[config.mk]
export PLATFORM = sky130hd
export DESIGN_NAME = pwm_multi_dt
export DESIGN_NICKNAME = d
export VERILOG_FILES = /design/src/rtl/pwm_pkg.sv /design/src/rtl/pwm_multi_dt_deadtime.sv /design/src/rtl/pwm_multi_dt.sv
export SDC_FILE = /design/constraint.sdc
export NUM_CORES = 1
export LEC_CHECK = 0
export CELL_PAD_IN_SITES_DETAIL_PLACEMENT = 0
export CELL_PAD_IN_SITES_GLOBAL_PLACEMENT = 1
export CORE_ASPECT_RATIO = 2
export CORE_MARGIN = 2
export CORE_UTILIZATION = 45
export CTS_BUF_LIST = sky130_fd_sc_hd__clkbuf_4 sky130_fd_sc_hd__clkbuf_8 sky130_fd_sc_hd__clkbuf_16
export CTS_CLUSTER_DIAMETER = 200
export DETAILED_ROUTE_END_ITERATION = 16
export GPL_ROUTABILITY_DRIVEN = 0
export GPL_TIMING_DRIVEN = 1
export PLACE_DENSITY_LB_ADDON = 0.1
export SLEW_MARGIN = 20
export SYNTH_ARGS = -nofsm -noshare
export SYNTH_HDL_FRONTEND = slang
export SYNTH_SLANG_ARGS = --single-unit
export TNS_END_PERCENT = 10
[constraint.sdc]
create_clock -name csi_clk -period 3.4 [get_ports csi_clk]
set_clock_uncertainty 0.1 [all_clocks]
set_input_delay 0.85 -clock csi_clk [delete_from_list [all_inputs] [get_ports csi_clk]]
set_output_delay 0.85 -clock csi_clk [all_outputs]
set_load 0.01 [all_outputs]
[src/rtl/pwm_pkg.sv]
// Shared register map and decode helpers for the
// multi-channel dead-time PWM block.
package pwm_pkg;

  localparam int unsigned ADDR_CTRL     = 0;
  localparam int unsigned ADDR_PERIOD   = 1;
  localparam int unsigned ADDR_DEADTIME = 2;
  localparam int unsigned ADDR_DUTY0    = 3;

  localparam int unsigned CTRL_EN = 0;

  typedef enum logic [2:0] {
    SEL_NONE,
    SEL_CTRL,
    SEL_PERIOD,
    SEL_DT,
    SEL_DUTY
  } reg_sel_e;

  function automatic reg_sel_e reg_decode(
    input int unsigned addr,
    input int unsigned num_ch
  );
    reg_sel_e sel;
    sel = SEL_NONE;
    if (addr == ADDR_CTRL) begin
      sel = SEL_CTRL;
    end else if (addr == ADDR_PERIOD) begin
      sel = SEL_PERIOD;
    end else if (addr == ADDR_DEADTIME) begin
      sel = SEL_DT;
    end else if (addr >= ADDR_DUTY0 &&
                 addr < ADDR_DUTY0 + num_ch) begin
      sel = SEL_DUTY;
    end
    return sel;
  endfunction

endpackage

[src/rtl/pwm_multi_dt_deadtime.sv]
// Per-channel dead-time inserter: turns the raw PWM
// level into a registered, never-overlapping hi/lo pair.
module pwm_deadtime
  import pwm_pkg::*;
#(
  parameter int DT_W = 8
) (
  input  logic            clk_i,
  input  logic            rst_ni,
  input  logic            en_i,
  input  logic            raw_i,
  input  logic [DT_W-1:0] dt_i,
  output logic            hi_o,
  output logic            lo_o
);

  logic            raw_q, raw_d;
  logic [DT_W-1:0] dcnt_q, dcnt_d;
  logic            hi_q, hi_d;
  logic            lo_q, lo_d;

  logic off, chg, run, idle;

  assign off  = !en_i;
  assign chg  = en_i && (raw_i != raw_q);
  assign run  = en_i && (raw_i == raw_q) &&
                (dcnt_q != '0);
  assign idle = en_i && (raw_i == raw_q) &&
                (dcnt_q == '0);

  always_comb begin
    raw_d  = raw_q;
    dcnt_d = dcnt_q;
    hi_d   = hi_q;
    lo_d   = lo_q;
    unique case (1'b1)
      off: begin
        raw_d  = 1'b0;
        dcnt_d = '0;
        hi_d   = 1'b0;
        lo_d   = 1'b0;
      end
      chg: begin
        raw_d = raw_i;
        if (dt_i == '0) begin
          dcnt_d = '0;
          hi_d   = raw_i;
          lo_d   = !raw_i;
        end else begin
          dcnt_d = dt_i;
          hi_d   = 1'b0;
          lo_d   = 1'b0;
        end
      end
      run: begin
        dcnt_d = dcnt_q - DT_W'(1);
        // the gap ends on the edge that empties the counter
        if (dcnt_q == DT_W'(1)) begin
          hi_d = raw_i;
          lo_d = !raw_i;
        end
      end
      idle: begin
        hi_d = raw_i;
        lo_d = !raw_i;
      end
      default: ;
    endcase
  end

  always_ff @(posedge clk_i) begin
    if (!rst_ni) begin
      raw_q  <= 1'b0;
      dcnt_q <= '0;
      hi_q   <= 1'b0;
      lo_q   <= 1'b0;
    end else begin
      raw_q  <= raw_d;
      dcnt_q <= dcnt_d;
      hi_q   <= hi_d;
      lo_q   <= lo_d;
    end
  end

  assign hi_o = hi_q;
  assign lo_o = lo_q;

endmodule

[src/rtl/pwm_multi_dt.sv]
// Avalon-MM multi-channel PWM with double-buffered
// period/duty, shared counter and per-channel dead-time.
module pwm_multi_dt
  import pwm_pkg::*;
#(
  parameter int NUM_CH = 4,
  parameter int CNT_W  = 16,
  parameter int DT_W   = 8,
  parameter int ADDR_W = 4
) (
  input  logic              csi_clk,
  input  logic              csi_reset_n,
  input  logic              avs_chipselect,
  input  logic [ADDR_W-1:0] avs_address,
  input  logic              avs_write,
  input  logic [31:0]       avs_writedata,
  input  logic              avs_read,
  output logic [31:0]       avs_readdata,
  output logic [NUM_CH-1:0] coe_pwm_hi,
  output logic [NUM_CH-1:0] coe_pwm_lo
);

  logic             en_q, en_d;
  logic [CNT_W-1:0] period_q, period_d;
  logic [DT_W-1:0]  dt_q, dt_d;
  logic [CNT_W-1:0] duty_q [NUM_CH];
  logic [CNT_W-1:0] duty_d [NUM_CH];
  logic             upd_q, upd_d;

  logic [CNT_W-1:0] period_sh_q, period_sh_d;
  logic [DT_W-1:0]  dt_sh_q, dt_sh_d;
  logic [CNT_W-1:0] duty_sh_q [NUM_CH];
  logic [CNT_W-1:0] duty_sh_d [NUM_CH];

  logic [CNT_W-1:0] cnt_q, cnt_d;
  logic [31:0]      rdata_q, rdata_d;

  logic              wr, rd, load, wrap;
  reg_sel_e          sel;
  logic [NUM_CH-1:0] duty_hit;
  logic [CNT_W-1:0]  duty_rd;
  logic [NUM_CH-1:0] raw;
  logic              dt_en;
  logic              unused_wd;

  assign wr  = avs_chipselect && avs_write;
  assign rd  = avs_chipselect && avs_read;
  assign sel = reg_decode(32'(avs_address),
                          NUM_CH);
  assign unused_wd = ^avs_writedata;

  always_comb begin
    duty_hit = '0;
    duty_rd  = '0;
    for (int k = 0; k < NUM_CH; k++) begin
      if (avs_address ==
          ADDR_W'(ADDR_DUTY0 + k)) begin
        duty_hit[k] = 1'b1;
        duty_rd     = duty_q[k];
      end
    end
  end

  assign wrap = (cnt_q == period_sh_q);

  // shadows refresh on enable, or at period end if dirty
  assign load = (!en_q && en_d) ||
                (en_q && wrap && upd_q);

  always_comb begin
    en_d     = en_q;
    period_d = period_q;
    dt_d     = dt_q;
    duty_d   = duty_q;
    upd_d    = upd_q;
    if (wr && sel == SEL_CTRL) begin
      en_d = avs_writedata[CTRL_EN];
    end
    if (wr && sel == SEL_PERIOD) begin
      period_d = avs_writedata[CNT_W-1:0];
    end
    if (wr && sel == SEL_DT) begin
      dt_d = avs_writedata[DT_W-1:0];
    end
    for (int k = 0; k < NUM_CH; k++) begin
      if (wr && sel == SEL_DUTY && duty_hit[k]) begin
        duty_d[k] = avs_writedata[CNT_W-1:0];
      end
    end
    if (load) begin
      upd_d = 1'b0;
    end
    if (wr && (sel == SEL_PERIOD ||
               sel == SEL_DUTY)) begin
      upd_d = 1'b1;
    end
  end

  always_comb begin
    period_sh_d = period_sh_q;
    dt_sh_d     = dt_sh_q;
    duty_sh_d   = duty_sh_q;
    if (load) begin
      period_sh_d = period_q;
      dt_sh_d     = dt_q;
      for (int k = 0; k < NUM_CH; k++) begin
        duty_sh_d[k] = duty_q[k];
      end
    end
  end

  always_comb begin
    if (!en_q || !en_d || wrap) begin
      cnt_d = '0;
    end else begin
      cnt_d = cnt_q + CNT_W'(1);
    end
  end

  always_comb begin
    rdata_d = rdata_q;
    if (rd) begin
      rdata_d = '0;
      unique case (sel)
        SEL_CTRL:   rdata_d[CTRL_EN] = en_q;
        SEL_PERIOD: rdata_d[CNT_W-1:0] = period_q;
        SEL_DT:     rdata_d[DT_W-1:0] = dt_q;
        SEL_DUTY:   rdata_d[CNT_W-1:0] = duty_rd;
        default:    ;
      endcase
    end
  end

  always_ff @(posedge csi_clk) begin
    if (!csi_reset_n) begin
      en_q        <= 1'b0;
      period_q    <= '0;
      dt_q        <= '0;
      upd_q       <= 1'b0;
      period_sh_q <= '0;
      dt_sh_q     <= '0;
      cnt_q       <= '0;
      rdata_q     <= '0;
      for (int k = 0; k < NUM_CH; k++) begin
        duty_q[k]    <= '0;
        duty_sh_q[k] <= '0;
      end
    end else begin
      en_q        <= en_d;
      period_q    <= period_d;
      dt_q        <= dt_d;
      upd_q       <= upd_d;
      period_sh_q <= period_sh_d;
      dt_sh_q     <= dt_sh_d;
      cnt_q       <= cnt_d;
      rdata_q     <= rdata_d;
      for (int k = 0; k < NUM_CH; k++) begin
        duty_q[k]    <= duty_d[k];
        duty_sh_q[k] <= duty_sh_d[k];
      end
    end
  end

  always_comb begin
    for (int k = 0; k < NUM_CH; k++) begin
      raw[k] = en_q && (cnt_q < duty_sh_q[k]);
    end
  end

  // clear the pairs on the edge that disables counting
  assign dt_en = en_q && en_d;

  for (genvar k = 0; k < NUM_CH; k++) begin : g_ch
    pwm_deadtime #(
      .DT_W(DT_W)
    ) u_dt (
      .clk_i (csi_clk),
      .rst_ni(csi_reset_n),
      .en_i  (dt_en),
      .raw_i (raw[k]),
      .dt_i  (dt_sh_q),
      .hi_o  (coe_pwm_hi[k]),
      .lo_o  (coe_pwm_lo[k])
    );
  end

  assign avs_readdata = rdata_q;

endmodule

# --- After elaboration in Yosys (flattened, before gate mapping) ---
# Index checks and enable logic that the tools add are counted.
classes:
  n_addsub: 5
  mul: 0
  div: 0
  order_cmp: 6
  eq_ne: 27
  shift: 0
  n_mux: 51
  bitwise: 1
  reduce_logical: 75
ops:
  columns: ["operator", "count"]
  rows:
  - ["$pmux W8 S3", 4]
  - ["$lt A16 B16 Y1", 4]
  - ["$mux W16", 4]
  - ["$logic_not A8 Y1", 5]
  - ["$logic_and A1 B1 Y1", 36]
  - ["$pmux W1 S4", 9]
  - ["$eq A8 B1 Y1 const B", 4]
  - ["$reduce_bool A8 Y1", 4]
  - ["$sub A8 B1 Y8 const B", 4]
  - ["$mux W1", 23]
  - ["$pmux W7 S3", 1]
  - ["$add A16 B1 Y16 const B", 1]
  - ["$eq A16 B16 Y1", 1]
  - ["$pmux W8 S2", 1]
  - ["$reduce_bool A4 Y1", 4]
  - ["$eq A4 B3 Y1 const B", 3]
  - ["$mux W3", 4]
  - ["$reduce_bool A3 Y1", 4]
  - ["$reduce_bool A2 Y1", 5]
  - ["$eq A4 B2 Y1 const B", 2]
  - ["$mux W8", 1]
  - ["$ne A2 B2 Y1 const B", 4]
  - ["$pmux W1 S2", 4]
  - ["$reduce_and A2 Y1", 4]
  - ["13 further kinds", 29]
totals:
  regBits: 254
  latchBits: 0
  mem_bits_rw: 0
  rom_bits: 0
  input_bits: 41
  out_inout_bits: 40
  memories: 0

# --- Logic depth before layout (Yosys ltp) ---
depth:
  ltp_word: 14
  ltp_mapped: 11
  ltp_nobuf: 9

# --- Modules after synthesis ---
# Synthesis repeated with hierarchy kept, for this count alone.
unflattened:
  cells_unflattened: 1539
  hier_area_um2: 12927.4
by_module_without_submodules:
  columns: ["module", "instances", "cells_per_inst", "area_each_um2", "seq_area_each_um2"]
  rows:
  - ["pwm_multi_dt", 1, 1227, 10369.9, 4204.0]
  - ["pwm_deadtime", 4, 78, 639.4, 220.2]

# --- Worst setup path before layout ---
# OpenSTA, ideal clock, no wires.
synth_path:
  kind: "input to register"
  from: "input avs_address[0]"
  to: "register g_ch[0].u_dt.dcnt_q[0]"
  setup_ps: 117
  arrival_time_ps: 2356
  setup_slack_ps: 827
  path_stages: 7
  n_path_buf: 3
  cell_sequence: "or2_2 o41ai_2 or2_2 clkbuf_1 buf_2 buf_2 nor2_1"
synth_between:
  elab_chain_len: 13
  elab_cells_between_ends: 20
  cone_classes: "order compare (2); eq/ne (3); mux (6); reduce/logical (9)"
synth_rtl:
  columns: ["element", "line_no", "source"]
  rows:
  - ["start, declared", "pwm_multi_dt.sv:14", "input logic [ADDR_W-1:0] avs_address,"]
  - ["$ge A4 B2 Y1 / $lt A4 B3 Y1 (equally long branches)", "pwm_pkg.sv:32, pwm_pkg.sv:33", null]
  - ["$logic_and A1 B1 Y1", "pwm_pkg.sv:32", "end else if (addr >= ADDR_DUTY0 &&"]
  - ["$mux W3", "pwm_pkg.sv:32", null]
  - ["$mux W3", "pwm_pkg.sv:30", "end else if (addr == ADDR_DEADTIME) begin"]
  - ["$mux W3", "pwm_pkg.sv:28", "end else if (addr == ADDR_PERIOD) begin"]
  - ["$mux W3 (*)", "pwm_pkg.sv:26", "if (addr == ADDR_CTRL) begin"]
  - ["$eq A3 B1 Y1 (*)", "pwm_multi_dt.sv:76", "if (wr && sel == SEL_CTRL) begin"]
  - ["$logic_and A1 B1 Y1 (*)", "pwm_multi_dt.sv:76", null]
  - ["$mux W1 (*)", "pwm_multi_dt.sv:76", null]
  - ["$logic_and A1 B1 Y1 (*)", "pwm_multi_dt.sv:171", "assign dt_en = en_q && en_d;"]
  - ["$logic_and A1 B1 Y1 (2 in series)", "pwm_multi_dt_deadtime.sv:26", "assign run = en_i && (raw_i == raw_q) &&"]
  - ["$pmux W8 S3 / $reduce_bool A3 Y1 (equally long branches)", null, null]
  - ["end signal, assigned", "pwm_multi_dt_deadtime.sv:79", "dcnt_q <= dcnt_d;"]
  - ["end, declared", "pwm_multi_dt_deadtime.sv:18", "logic [DT_W-1:0] dcnt_q, dcnt_d;"]
# Mark *: on every way between the ends. The rest lies on a longest branch, timed or not.
# A chain may end at the register's enable or synchronous reset.

# --- Final worst setup path ---
layout_path:
  from: "register cnt_q[13]"
  to: "register g_ch[0].u_dt.dcnt_q[4]"
layout_between:
  elab_chain_len: 6
  elab_cells_between_ends: 9
  cone_classes: "order compare (1); eq/ne (2); mux (1); reduce/logical (5)"
layout_rtl:
  columns: ["element", "line_no", "source"]
  rows:
  - ["start, declared", "pwm_multi_dt.sv:35", "logic [CNT_W-1:0] cnt_q, cnt_d;"]
  - ["start signal, assigned", "pwm_multi_dt.sv:155", "cnt_q <= cnt_d;"]
  - ["$lt A16 B16 Y1 (*)", "pwm_multi_dt.sv:166", "raw[k] = en_q && (cnt_q < duty_sh_q[k]);"]
  - ["$logic_and A1 B1 Y1 (*)", "pwm_multi_dt.sv:166", null]
  - ["$eq A1 B1 Y1", "pwm_multi_dt_deadtime.sv:26", null]
  - ["$logic_and A1 B1 Y1 (2 in series)", "pwm_multi_dt_deadtime.sv:26", null]
  - ["$pmux W8 S3 / $reduce_bool A3 Y1 (equally long branches)", null, null]
# Marks and branches as above.

==> metrics <==
worst vdd ir=about 470 µV; Pwr Density=~440 nW/µm²; Routed WL=approximately 38000 µm; min Tclk post-route=3.07 ns; IO Port Bufs=48; Worst R2R Start=cnt_q[13]; CTS tree=yes; Met3 Routed Length=1270 µm; pin count of the biggest net entering global routing=around 180; crit start category=flip-flop; Rows=86; Cell Area, Synth=~12000 µm²; fin nets=1721; R2R Path End=g_ch[0].u_dt.dcnt_q[4]; crit path cell chain=ha_1 -> a21oi_1 -> o21a_1 -> o21ai_0 -> nor3b_4 -> nand2_1 -> a221oi_1 -> a211oi_1; Worst-Margin Slew=about 0.95 ns; first-pass GRT wire length=around 59000 µm; vias per std cell=around 5.5; DR iter-0 viols=653; IO Pins=between 80 and 90; RSZ-0062 raised after global routing=false; Hold Path Depth=2; commonest non-fill, non-tap cell in the layout=nand2_1; Top FF cell, synth=dfxtp_1; fraction of registers with async set/reset=0%; Clock Sinks=between 200 and 300; Antenna Violating Nets Remaining=0; commonest non-fill, non-tap cells in the layout=nand2_1, dfxtp_1, a21oi_1; Slew Limit Fails=0; flop-to-flop setup slack=~0.33 ns; gr usage total=26.1%; YS warnings=0; Layout Area Growth over Synthesis=15.7%; Req. time, crit path=between 3 and 4 ns; Post-Syn Instances=around 1.6k; register area share after synthesis=between 40 and 50%; maximum clock path buffer count=3; leakage dissipation=around 5.2 nW; CP max-delay cell=nor3b_4; share of layout cells above drive strength 1=roughly 8.8%; final hold slack=approximately 0.35 ns; Setup crit start=cnt_q[13]; Routed met1 length=14500 µm; vias in the first global route=around 11k; Max-Cap Viols=0; sequential standard cell area=5080 µm²; CP max FO=11; initial antenna violation count=0; Post-synth EDFFs=0; Hold Violations, Final=0; die area=just under 30000 µm²; Setup crit end kind=flip-flop; overall die width=~120 µm; f_max=approximately 330 MHz; Fill cells=between 2k and 3k; period utilization=between 90% and 100%; TNS Setup=0 ns; slew margin rel.=a little over a third; largest stage delay on the critical path=between 0.6 and 0.7 ns; CP Class=reg2reg; Critical Path End=g_ch[0].u_dt.dcnt_q[4]; clk slew on worst S/H paths=0.07 ns; hold buffer count at cts=0; grt ovf=0; status=completed; cts bufs inserted=25; Syn Area/Cell=approximately 8.0 µm²; Final Setup Violations=0; # diodes=0; Setup Fix Bufs, Post-CTS=0; area of the multi-input gates=between 6000 and 7000 µm²; core area=between 20000 and 30000 µm²; highest routing layer actually used=met4; dpl hpwl=about 29000 µm; clock tree root buffer cell=clkbuf_16; Hold Crit Class=reg2reg; TritonRoute pass-1 iters=5; met2 WL post-DR=20600 µm; wire per inst=slightly below 20 µm; FF+latch count, synth=approximately 250; vias=approximately 11k; Die Span Y=around 240 µm; Clk Latency, worst-skew pair=0.54 ns; Distinct cells, synth=67; post-CTS sizing=0; Initial Util=between 40% and 50%; residual DRC count=0; Critical Path AT=~3.4 ns; R2R cell count=8; final core utilization=between 50% and 60%; H-Tree Depth=1
## cells by family (layout without fill, tap and decap cells)
| group | Yosys count | after routing | share of synthesized area (%) |
|---|---|---|---|
| compound gates | 386 | 386 | 19.1 |
| simple gates | 587 | 587 | 20.7 |
| xor+xnor | 50 | 50 | 3.57 |
| fa+ha+maj | 72 | 72 | 7.23 |
| flops | 254 | 254 | 40.8 |
| buf+inv | 192 | 238 | 6.84 |
| other cells | 1 | 16 | 0.0301 |
| mux | 22 | 22 | 1.84 |
## critical path, delay by kind of cell (launching register included)
kind	cells	cell delay, ns
AOI/OAI and AO/OA	5	1.09
adders and majority gates	1	0.33
DFF	1	0.56
and+or+nand+nor	2	0.85
## Yosys cell counts (all sizes together), types with 2 or more instances
library cell | count | area, µm²
a222oi | 15 | 150
nand4 | 14 | 87.6
or2 | 3 | 18.8
a21oi | 215 | 1080
a221oi | 12 | 105
a2111oi | 4 | 55.1
o22ai | 2 | 12.5
o31ai | 8 | 60.1
nor2 | 82 | 308
a31oi | 2 | 12.5
a22oi | 14 | 105
nor3 | 14 | 70.1
nand2 | 337 | 1260
clkbuf | 62 | 233
dfxtp | 254 | 5080
nand2b | 12 | 75.1
nand4b | 2 | 17.5
nor4b | 3 | 38.8
nand3 | 74 | 370
nor3b | 6 | 56.3
xor2 | 17 | 149
o21ai | 47 | 235
nor2b | 2 | 12.5
a211oi | 19 | 148
o21a | 9 | 67.6
or3 | 5 | 31.3
and2 | 7 | 43.8
buf | 51 | 324
xnor2 | 33 | 297
a21o | 13 | 98.9
and3 | 8 | 50.1
nor4 | 6 | 37.5
ha | 72 | 901
a311oi | 3 | 43.8
mux2i | 15 | 150
o211ai | 11 | 82.6
inv | 78 | 293
and4 | 2 | 17.5
mux2 | 7 | 78.8
or4 | 9 | 67.6
## layout make-up
class	instances	share of cell area, %
clock buffer	34	5.07
multi-input combinational	1133	46.0
timing repair buffer	115	7.34
sequential	254	35.3
tap	352	3.05
clock inverter	10	1.25
inverter	79	2.09
## state kept, by name (all words and copies together) (netlist names)
register / flops
duty_q: 64
duty_sh_q: 64
g_ch.u_dt.dcnt_q: 32
avs_readdata: 16
cnt_q: 16
period_q: 16
period_sh_q: 16
dt_q: 8
dt_sh_q: 8
g_ch.u_dt.hi_o: 4
g_ch.u_dt.lo_o: 4
g_ch.u_dt.raw_q: 4
en_q: 1
upd_q: 1
## layer usage
layer	track usage, %	vias up
met5	0	-
met4	11.5	0
met3	2.38	72
met2	49.8	236
met1	28.8	5179
li1	-	5446
## metrics by stage
step                instance area (µm²)  setup slack, ns  total power, mW  std cells
floorplan                         12500            0.827             3.19       1579
global placement                  13500            0.152             3.31       1933
detailed placement                13500            0.126             3.31       1933
CTS                               14400            0.162             6.41       1977
global route                      14400            0.171             6.53       1977
finish                            14400            0.329             6.35       1977
## where the power goes
| group | switching (mW) | internal [mW] | leakage (nW) |
|---|---|---|---|
| logic | 0.152 | 0.0835 | 2.71 |
| clock network | 1.23 | 1.88 | 0.448 |
| registers | 0.0142 | 2.99 | 2.05 |
| total | 1.39 | 4.95 | 5.20 |
## worst min path at each step
stage                       start       endpoint  slack (ns)
detailed placement  duty_sh_q[63]  duty_sh_q[63]        0.34
floorplan           duty_sh_q[32]  duty_sh_q[32]        0.33
CTS                 duty_sh_q[63]  duty_sh_q[63]        0.35
global route        duty_sh_q[11]  duty_sh_q[11]        0.37
finish              duty_sh_q[29]  duty_sh_q[29]        0.35
global placement    duty_sh_q[53]  duty_sh_q[53]        0.34
Note: power is estimated with default switching activity, not from simulation.
